## src/rtl/afe_pkg.sv

```systemverilog
// afe_pkg: channel state encoding and discriminator threshold constants
package afe_pkg;
  typedef enum logic [1:0] {IDLE, WAIT, HIGH} state_t;
  localparam logic [7:0] TH_BASE = 8'd16;
  localparam logic [7:0] TH_STEP = 8'd4;
  function automatic logic [7:0] threshold(input logic [3:0] tdac);
    return TH_BASE + TH_STEP * {4'd0, tdac};
  endfunction
endpackage

```

## src/rtl/afe_channel.sv

```systemverilog
// afe_channel: one emulated front-end, pending-pulse FIFO plus IDLE/WAIT/HIGH pulse shaper
module afe_channel
  import afe_pkg::*;
#(
  parameter int TW = 8,
  parameter int DEPTH = 4
) (
  input  logic          clk,
  input  logic          reset,
  input  logic          push,
  input  logic [TW-1:0] toa,
  input  logic [TW-1:0] tot,
  input  logic          inj,
  input  logic [TW-1:0] inj_tot,
  output logic          idle,
  output logic          full,
  output logic          busy,
  output logic          pulse
);
  localparam int AW = $clog2(DEPTH);
  logic [2*TW-1:0] mem [DEPTH];
  logic [AW:0] wp, rp;
  logic [TW-1:0] cnt, tot_q;
  logic empty, pop;
  state_t state;
  assign empty = wp == rp;
  assign full = (wp - rp) == (AW+1)'(DEPTH);
  assign idle = state == IDLE;
  assign busy = ~idle | ~empty;
  assign pulse = state == HIGH;
  assign pop = idle & ~inj & ~empty;
  always_ff @(posedge clk) if (push) mem[wp[AW-1:0]] <= {toa, tot};
  // WAIT always spends one cycle at count 0, so command latency is 2+TOA for every TOA
  always_ff @(posedge clk or posedge reset)
    if (reset) begin
      wp <= '0;
      rp <= '0;
      cnt <= '0;
      tot_q <= '0;
      state <= IDLE;
    end else begin
      if (push) wp <= wp + 1'b1;
      if (pop) rp <= rp + 1'b1;
      case (state)
        IDLE:
          if (inj) begin
            state <= HIGH;
            cnt <= inj_tot;
          end else if (!empty) begin
            state <= WAIT;
            {cnt, tot_q} <= mem[rp[AW-1:0]];
          end
        WAIT:
          if (cnt == '0) begin
            state <= HIGH;
            cnt <= tot_q;
          end else cnt <= cnt - 1'b1;
        HIGH:
          if (cnt[TW-1:1] == '0) begin
            state <= IDLE;
            cnt <= '0;
          end else cnt <= cnt - 1'b1;
        default: state <= IDLE;
      endcase
    end
endmodule

```

## src/rtl/afe_hit_emulator.sv

```systemverilog
// afe_hit_emulator: command decode, threshold discard, injection fan-out, drop counter and hitbus
module afe_hit_emulator
  import afe_pkg::*;
#(
  parameter int NCH = 4,
  parameter int TW = 8,
  parameter int DEPTH = 4
) (
  input  logic                    clk,
  input  logic                    reset,
  input  logic                    cmd_valid,
  output logic                    cmd_ready,
  input  logic [$clog2(NCH)-1:0]  cmd_ch,
  input  logic [TW-1:0]           cmd_toa,
  input  logic [TW-1:0]           cmd_tot,
  input  logic [7:0]              cmd_amp,
  input  logic                    inj_strobe,
  input  logic [TW-1:0]           inj_tot,
  input  logic [4*NCH-1:0]        tdac,
  input  logic [NCH-1:0]          mask,
  input  logic [NCH-1:0]          en_inj,
  input  logic                    hb_en,
  output logic [NCH-1:0]          hit,
  output logic                    hitbus,
  output logic [NCH-1:0]          busy,
  output logic [15:0]             drop_cnt
);
  logic [NCH-1:0] full, idle, pulse, push, inj;
  logic accept, discard, inj_drop;
  logic [1:0] drops;
  logic [16:0] sum;
  assign cmd_ready = ~full[cmd_ch];
  assign accept = cmd_valid & cmd_ready;
  assign discard = mask[cmd_ch] | (cmd_amp <= threshold(tdac[4*cmd_ch +: 4]));
  assign push = NCH'(accept & ~discard) << cmd_ch;
  assign inj = {NCH{inj_strobe}} & en_inj & ~mask & idle;
  assign inj_drop = inj_strobe & |(en_inj & ~mask & ~idle);
  // a dropped injection and a discarded command can land in the same cycle
  assign drops = {1'b0, inj_drop} + {1'b0, accept & discard};
  assign sum = {1'b0, drop_cnt} + {15'd0, drops};
  assign hit = pulse & ~mask;
  always_ff @(posedge clk or posedge reset)
    if (reset) begin
      drop_cnt <= '0;
      hitbus <= 1'b0;
    end else begin
      drop_cnt <= sum[16] ? 16'hFFFF : sum[15:0];
      hitbus <= hb_en & |hit;
    end
  for (genvar i = 0; i < NCH; i++) begin : g_ch
    afe_channel #(.TW(TW), .DEPTH(DEPTH)) u_ch (
      .clk(clk),
      .reset(reset),
      .push(push[i]),
      .toa(cmd_toa),
      .tot(cmd_tot),
      .inj(inj[i]),
      .inj_tot(inj_tot),
      .idle(idle[i]),
      .full(full[i]),
      .busy(busy[i]),
      .pulse(pulse[i])
    );
  end
endmodule

```

## config.mk

```make
export PLATFORM = sky130hd
export DESIGN_NAME = afe_hit_emulator
export DESIGN_NICKNAME = d
export VERILOG_FILES = /design/src/rtl/afe_pkg.sv /design/src/rtl/afe_channel.sv /design/src/rtl/afe_hit_emulator.sv
export SDC_FILE = /design/constraint.sdc
export NUM_CORES = 1
export LEC_CHECK = 0
export ABC_AREA = 0
export CAP_MARGIN = 20
export CORE_UTILIZATION = 45
export CTS_CLUSTER_DIAMETER = 120
export DETAILED_ROUTE_END_ITERATION = 12
export GPL_ROUTABILITY_DRIVEN = 0
export PLACE_DENSITY = 0.74
export SYNTH_ARGS = -nofsm -noshare
export SYNTH_HDL_FRONTEND = slang
export SYNTH_HIERARCHICAL = 1
export SYNTH_SLANG_ARGS = --single-unit
```

## constraint.sdc

```tcl
create_clock -name clk -period 8.4 [get_ports clk]
set_input_delay 1.26 -clock clk [delete_from_list [all_inputs] [get_ports clk]]
set_output_delay 1.26 -clock clk [all_outputs]
set_load 0.02 [all_outputs]
```

==> run_results.csv, run 1 <==
group,metric,value,unit
run_status,status,"finished clean",
synthesis,netlist_instances,1094,
synthesis,synth_top_family_by_area,"multiplexers",
floorplanning,die_w,195.9,µm
timing,rsz0062_at_grt,"false",
critical_path,path_delay_family,"simple AND/OR/NAND/NOR gates",
critical_path,path_buf_inv,2,
synthesis,muxShareOfSynthArea,12.75,%
cts,cts_tree,"done",
timing,hold_ws,0.4956,ns
critical_path,r2r_setup_slack,4.16,ns
floorplanning,rows,70,
global_routing,grt_pass1_wl,58590,µm
timing,hold_viol_final,0,
critical_path,r2r_start,"g_ch[1].u_ch/rp[1]$_DFFE_PP0P_",
power_and_ir_drop,peakVddDrop,0.1495,mV
global_routing,grt_max_degree,25,
timing,drv_slew,0,
final_layout,diodes,0,
cts,clock-sinks,369,
detailed_routing,drtAntennaViolNets,0,
global_routing,grt_usage,20.22,%
detailed_routing,post_drt_wl_per_cell,22.59,µm
critical_path,rr_endpoint,"drop_cnt[6]$_DFF_PP0_",
critical_path,crit_path_top_delay_cell,"and2_1",
synthesis,synth-simple-area-share,7.289,%
detailed_routing,viasPerCell,5.932,
timing,fin_crit,5.384,ns
floorplanning,coreArea,0.03679,mm²
worst_hold_path,hold_path_depth,1,
final_layout,nets,1321,
cts,holdBufCountCts,0,
timing,fmax,185.7,MHz
synthesis,synth_nets,1217,
floorplanning,io_pins,89,
critical_path,crit_path_frequent_cell,"ha_1",
cts,insertion_delay,0.54,ns
worst_hold_path,min_to,"g_ch[0].u_ch/rp[2]$_DFFE_PP0P_",
global_routing,antenna_found_initial,2,
synthesis,synth_area_leaders,"edfxtp_1 45%, dfrtp_1 17%, mux4_2 8.6%",
flow_run,max_cap_violations,0,
place,hpwl,25340,µm
synthesis,synth_cell_types,64,
synthesis,synth_async_sr_flop_share,30.62,%
cts,postCtsSetupRepairBufs,0,
final_layout,area_growth,16.12,%
global_routing,grt_pass1_vias,9965,
detailed_routing,remaining_drc_errors,0,
detailed_routing,drtIter0Drc,955,
synthesis,synthXorXnorAreaFrac,1.708,%
worst_hold_path,worstHoldStart,"g_ch[0].u_ch/rp[2]$_DFFE_PP0P_",
synthesis,synth-compound-area-share,9.107,%
floorplanning,die_area,0.03839,mm²
detailed_routing,first_pass_iters,5,
timing,final.setup.tns,0,ns
final_layout,drive_above_1_share,17.93,%
timing,slew_headroom,36.16,%
cts,post_cts_resized,0,
synthesis,synth.avg_cell_area,15.47,µm²
detailed_routing,vias,10050,
cts,numCtsBuffers,40,
timing,clock_skew,0.01757,ns
synthesis,synth_fa_ha_area_share,4.480,%
cts,cts_max_level,2,
global_routing,overflow,0,
floorplanning,die_h,195.9,µm
synthesis,yosysWarningCount,6,
final_layout,layout.cells.non_filler,1695,
timing,post-route-period-util,64.10,%
timing,tightest_slew,0.9546,ns
critical_path,arrival,5.54,ns
synthesis,yosys.area.top_type,"edfxtp_1",
power_and_ir_drop,p_leak,7.208,nW
cts,clock-root-buffer,"clkbuf_16",
cts,clock_path_buffers,3,
critical_path,worstSetupEndpointType,"register",
synthesis,synth-edff-count,256,
synthesis,synth_top_area_share,45.42,%
synthesis,synth_top_flop_cell,"edfxtp_1",
detailed_routing,wirelength,38290,µm
critical_path,reg2regPathDepth,15,
power_and_ir_drop,power-per-cell-area,364.0,mW/mm²
synthesis,syn-cell-area,0.01693,mm²
place,io_buffers,88,
critical_path,setup.worst_path.class,"input pin to register",
critical_path,critPathMaxStageDelay,0.80,ns
floorplanning,initial_utilization,46.01,%
synthesis,ys_seq_area_share,62.12,%
critical_path,startpoint_type,"input pin",
critical_path,required,8.56,ns
critical_path,path_cells,"clkdlybuf4s50_1 > mux4_1 > ha_1 > inv_1 > ha_1 > and4b_1 > a211oi_2 > o31ai_2 > nor4b_2 > and2_1",
timing,setup_viol,0,
worst_hold_path,hold_path_class,"register to register",
synthesis,synth-seq-cells,369,
critical_path,worstPathMaxFanout,17,
place,place_inst,1620,
cts,path_clk_slew,0.06,ns
critical_path,crit_path_start,"cmd_ch[0]",
[metrics by stage]
step	utilization, %	area, µm²	power [W]	setup WS (ns)
3_5_place_dp	49.62	18250	0.005422	2.469
6_report	53.43	19660	0.007154	3.016
3_3_place_gp	49.62	18250	0.005324	2.545
4_1_cts	53.13	19550	0.007176	3.030
2_1_floorplan	-	16930	0.004730	3.455
5_1_grt	53.43	19660	0.007562	2.718
[per-layer routing]
layer | track usage [%] | wire (µm) | vias up
li1 | - | - | 4504
met2 | 31.62 | 17500 | 392
met5 | 0 | 13 | -
met1 | 28.42 | 16640 | 5095
met4 | 5.845 | 998 | 2
met3 | 4.590 | 3136 | 61
[where the power goes]
group	switching [W]	internal, W	total (W)
clock network	0.000693	0.00104	0.00173
registers	0.000346	0.00227	0.00262
logic	0.00143	0.00137	0.00281
[layout by cell type, fill, tap and decap left out, types with 9 or more instances in the layout]
cell and count:
inv_1 67, xnor2_1 25, nand3_1 18, mux4_2 65, nor2b_1 19, clkdlybuf4s50_1 88
edfxtp_1 256, nand2_1 60, dfrtp_1 113, nor2_1 20, a211o_1 12, o21ai_0 22
and3_1 10, a21boi_0 12, mux2_2 50, a21oi_1 18, clkbuf_1 9, clkbuf_16 41
ha_1 59, nor3_1 14, o22ai_1 20, a31o_2 9, and2_1 24
[worst max path at each step]
stage / to / depth (start not counted)
global placement: g_ch[1].u_ch/mem[3][2]$_DFFE_PP_ / 10
CTS: g_ch[1].u_ch/mem[3][10]$_DFFE_PP_ / 10
finish: g_ch[1].u_ch/mem[3][6]$_DFFE_PP_ / 10
global route: drop_cnt[6]$_DFF_PP0_ / 16
floorplan: drop_cnt[15]$_DFF_PP0_ / 14
detailed placement: drop_cnt[6]$_DFF_PP0_ / 16
[cells in the mapped netlist (all sizes together), types with 5 or more instances]
cell and instances:
nand2 60, or4 8, o22ai 24, nor2b 19
o41ai 5, nand3 18, o21ai 22, o21a 5
edfxtp 256, a21oi 18, a31o 9, a31oi 6
a21o 8, inv 67, a41oi 5, o311ai 8
ha 59, nor2 20, mux4 70, mux2 50
a211o 12, nor4 10, and2 24, buf 17
a32o 8, or2 5, a22o 8, dfrtp 113
nor3 14, xor2 8, a21boi 12, xnor2 25
a221oi 8, and4b 5, clkbuf 18, and3 10
[cells by family after synthesis]
family	count (synthesis)
AO/OA/AOI/OAI	198
flip-flops	369
AND/OR/NAND/NOR	212
multiplexers	120
buffers and inverters	102
XOR/XNOR	33
adder cells (fa/ha/maj)	60
[worst reg2reg max path, stage by stage (launching register included)]
cell and delay [ns]:
dfrtp_1 0.87, inv_1 0.11, ha_1 0.21, nor2b_1 0.13
xnor2_1 0.07, and3_1 0.26, mux4_1 0.51, inv_1 0.10
nand3_1 0.11, fa_1 0.39, inv_1 0.09, ha_1 0.19
nand3_1 0.18, nor2_1 0.27, nand3_1 0.42, o21ai_0 0.22
[area by class of cell]
class | count | area (µm²)
Inverter | 67 | 251.5
Clock inverter | 19 | 206.4
Fill cell | 2921 | 17130
Timing Repair Buffer | 97 | 1028
Clock buffer | 52 | 1087
Multi-Input combinational cell | 623 | 5981
Sequential cell | 369 | 10520
Tap cell | 468 | 585.6
[registers in the layout (all words and copies together), names as in the netlist]
signal	flops
g_ch.u_ch/tot_q	32
g_ch.u_ch/rp	12
g_ch.u_ch/wp	12
g_ch.u_ch/mem	256
g_ch.u_ch/state	8
drop_cnt	16
hitbus	1
g_ch.u_ch/cnt	32
Note: power is estimated with default switching activity, not from simulation.
==> run 2, diff against run 1 <==
PLACE_DENSITY = 0.76   (was 0.74)
clock period = 4.7 ns   (was 8.4 ns; I/O delays follow)
==> run 2 against run 1 <==
Compared with the run above:
- cell area is 1.9% higher
- clock skew is 0.0021 ns lower
- via count is 1.8% higher
- first-iteration DRC count is 5.5% lower
- die area stayed put
- critical path depth is 7 higher
- utilization is 1.0 points higher
- critical path type unchanged
==> run_results.csv, run 2 (synthesis gave the netlist of run 1 again) <==
group,metric,value,unit
final_layout,layout.cells.non_filler,1726,
global_routing,overflow,0,
floorplanning,die_h,195.9,µm
global_routing,antenna_found_initial,1,
power_and_ir_drop,pwr-share-clk,23.9,%
cts,cts_max_level,2,
floorplanning,initial_utilization,46.01,%
critical_path,worstPathMaxFanout,5,
detailed_routing,post_drt_wl_per_cell,22.18,µm
detailed_routing,vias,10230,
worst_hold_path,hold_path_class,"register to register",
cts,path_clk_slew,0.07,ns
cts,clock_path_buffers,3,
timing,slew_headroom,37.10,%
power_and_ir_drop,pwr-share-comb,40.6,%
global_routing,grt_pass1_vias,10210,
power_and_ir_drop,p_leak,7.388,nW
detailed_routing,remaining_drc_errors,0,
power_and_ir_drop,power-per-cell-area,638.5,mW/mm²
cts,holdBufCountCts,0,
place,dp_slack,-0.05981,ns
timing,hold_ws,0.4852,ns
final_layout,diodes,0,
power_and_ir_drop,power_frac_seq,35.5,%
cts,numCtsBuffers,39,
cts,cts_tree,"done",
timing,layout_setup_ws,0.4682,ns
floorplanning,rows,70,
critical_path,reg2regPathDepth,17,
timing,setup_viol,0,
critical_path,setup.worst_path.class,"input pin to register",
global_routing,grt_max_degree,25,
run_status,status,"finished clean",
cts,clock-root-buffer,"clkbuf_16",
final_layout,final_common_cell,"edfxtp_1",
power_and_ir_drop,p_sw,0.004434,W
final_layout,nets,1350,
power_and_ir_drop,switching_share,34.66,%
detailed_routing,drtIter0Drc,902,
timing,tightest_slew,0.9425,ns
final_layout,area_growth,18.38,%
critical_path,required,5.15,ns
detailed_routing,first_pass_iters,5,
detailed_routing,drtAntennaViolNets,0,
cts,clock-sinks,369,
cts,postCtsSetupRepairBufs,0,
power_and_ir_drop,peakVddDrop,0.3483,mV
cts,insertion_delay,0.53,ns
timing,rsz0062_at_grt,"false",
final_layout,seq_area,0.01052,mm²
floorplanning,die_area,0.03839,mm²
critical_path,startpoint_type,"input pin",
floorplanning,coreArea,0.03679,mm²
detailed_routing,viasPerCell,5.929,
timing,fmax,236.3,MHz
final_layout,drive_above_1_share,20.03,%
timing,post-route-period-util,90.04,%
detailed_routing,wirelength,38290,µm
final_layout,fillerInstances,2907,
global_routing,grt_pass1_wl,59240,µm
place,io_buffers,88,
flow_run,max_cap_violations,0,
timing,drv_slew,0,
critical_path,worstSetupEndpointType,"register",
cts,post_cts_resized,0,
floorplanning,die_w,195.9,µm
global_routing,grt_usage,20.29,%
timing,fin_crit,4.232,ns
critical_path,arrival,4.68,ns
floorplanning,io_pins,89,
timing,clock_skew,0.01549,ns
timing,hold_viol_final,0,
power_and_ir_drop,p_int,0.008359,W
worst_hold_path,hold_path_depth,1,
place,place_inst,1652,
final_layout,largest_register_ffs,256,
place,hpwl,25410,µm
final_layout,layout_common_cells,"256 x edfxtp_1, 113 x dfrtp_1, 88 x clkdlybuf4s50_1",
final_layout,multi_input_area,0.005981,mm²
-- run 2: cell types whose count changed in the layout (fill, tap and decap cells not counted) --
cell | previous run | this run
clkinv_8 | 0 | 2
bufinv_16 | 4 | 3
clkinv_1 | 4 | 3
inv_6 | 3 | 1
clkinvlp_4 | 2 | 3
buf_4 | 5 | 21
buf_12 | 0 | 16
buf_16 | 4 | 2
clkinv_2 | 6 | 7
clkbuf_16 | 41 | 40
clkbuf_8 | 2 | 4
-- run 2: layout make-up --
type,count,area share (%)
inverters,67,1.255
flip-flops and latches,369,52.48
repair buffers,127,7.056
clock buffers,53,5.439
multi-input cells,623,29.85
clock inverters,19,0.9991
well taps,468,2.922
-- run 2: worst paths after layout --
check,end,from,slack (ns)
worst max-delay path,drop_cnt[6]$_DFF_PP0_,cmd_ch[0],0.47
worst min-delay path,g_ch[3].u_ch/wp[2]$_DFFE_PP0P_,g_ch[3].u_ch/wp[2]$_DFFE_PP0P_,0.49
worst max register to register,drop_cnt[6]$_DFF_PP0_,g_ch[2].u_ch/rp[1]$_DFFE_PP0P_,1.00
worst min register to register,g_ch[3].u_ch/wp[2]$_DFFE_PP0P_,g_ch[3].u_ch/wp[2]$_DFFE_PP0P_,0.49
max in group asynchronous,g_ch[2].u_ch/wp[1]$_DFFE_PP0P_,reset,3.14
min in group asynchronous,g_ch[3].u_ch/wp[0]$_DFFE_PP0P_,reset,0.64
-- run 2: per-layer routing --
metal / vias up / routed length (µm) / track usage [%]
met2: 412 / 17820 / 31.84
li1: 4585 / - / -
met4: 0 / 667 / 5.093
met1: 5187 / 16620 / 29.38
met3: 49 / 3187 / 3.610
met5: - / 0 / 0
-- run 2: power groups by stage --
stage,Combinational (W),Clock (W),Sequential (W)
after floorplan,0.00395,0,0.00450
after global placement,0.00501,0,0.00457
after detailed placement,0.00514,0,0.00460
after CTS,0.00519,0.00311,0.00454
after global routing,0.00569,0.00324,0.00461
final,0.00520,0.00305,0.00454
-- run 2: per-stage QoR --
step | TNS [ns] | cell area (µm²) | power, W | utilization (%)
after floorplan | 0 | 16930 | 0.008454 | -
after global placement | 0 | 18690 | 0.009581 | 50.81
after detailed placement | -0.4398 | 18690 | 0.009743 | 50.81
after CTS | 0 | 19980 | 0.01284 | 54.32
after global routing | 0 | 20040 | 0.01355 | 54.47
final | 0 | 20040 | 0.01279 | 54.47
-- run 2: worst max-delay path, cell delays in order --
cell	delay [ns]
clkdlybuf4s50_1	0.55
mux4_1	0.62
ha_1	0.31
inv_1	0.04
ha_1	0.27
and4b_1	0.22
o21a_1	0.13
o31ai_1	0.21
nand3_1	0.13
fa_1	0.40
inv_1	0.09
ha_1	0.16
nand3_1	0.18
nor2_1	0.27
nand3_1	0.14
buf_4	0.17
o21ai_0	0.07
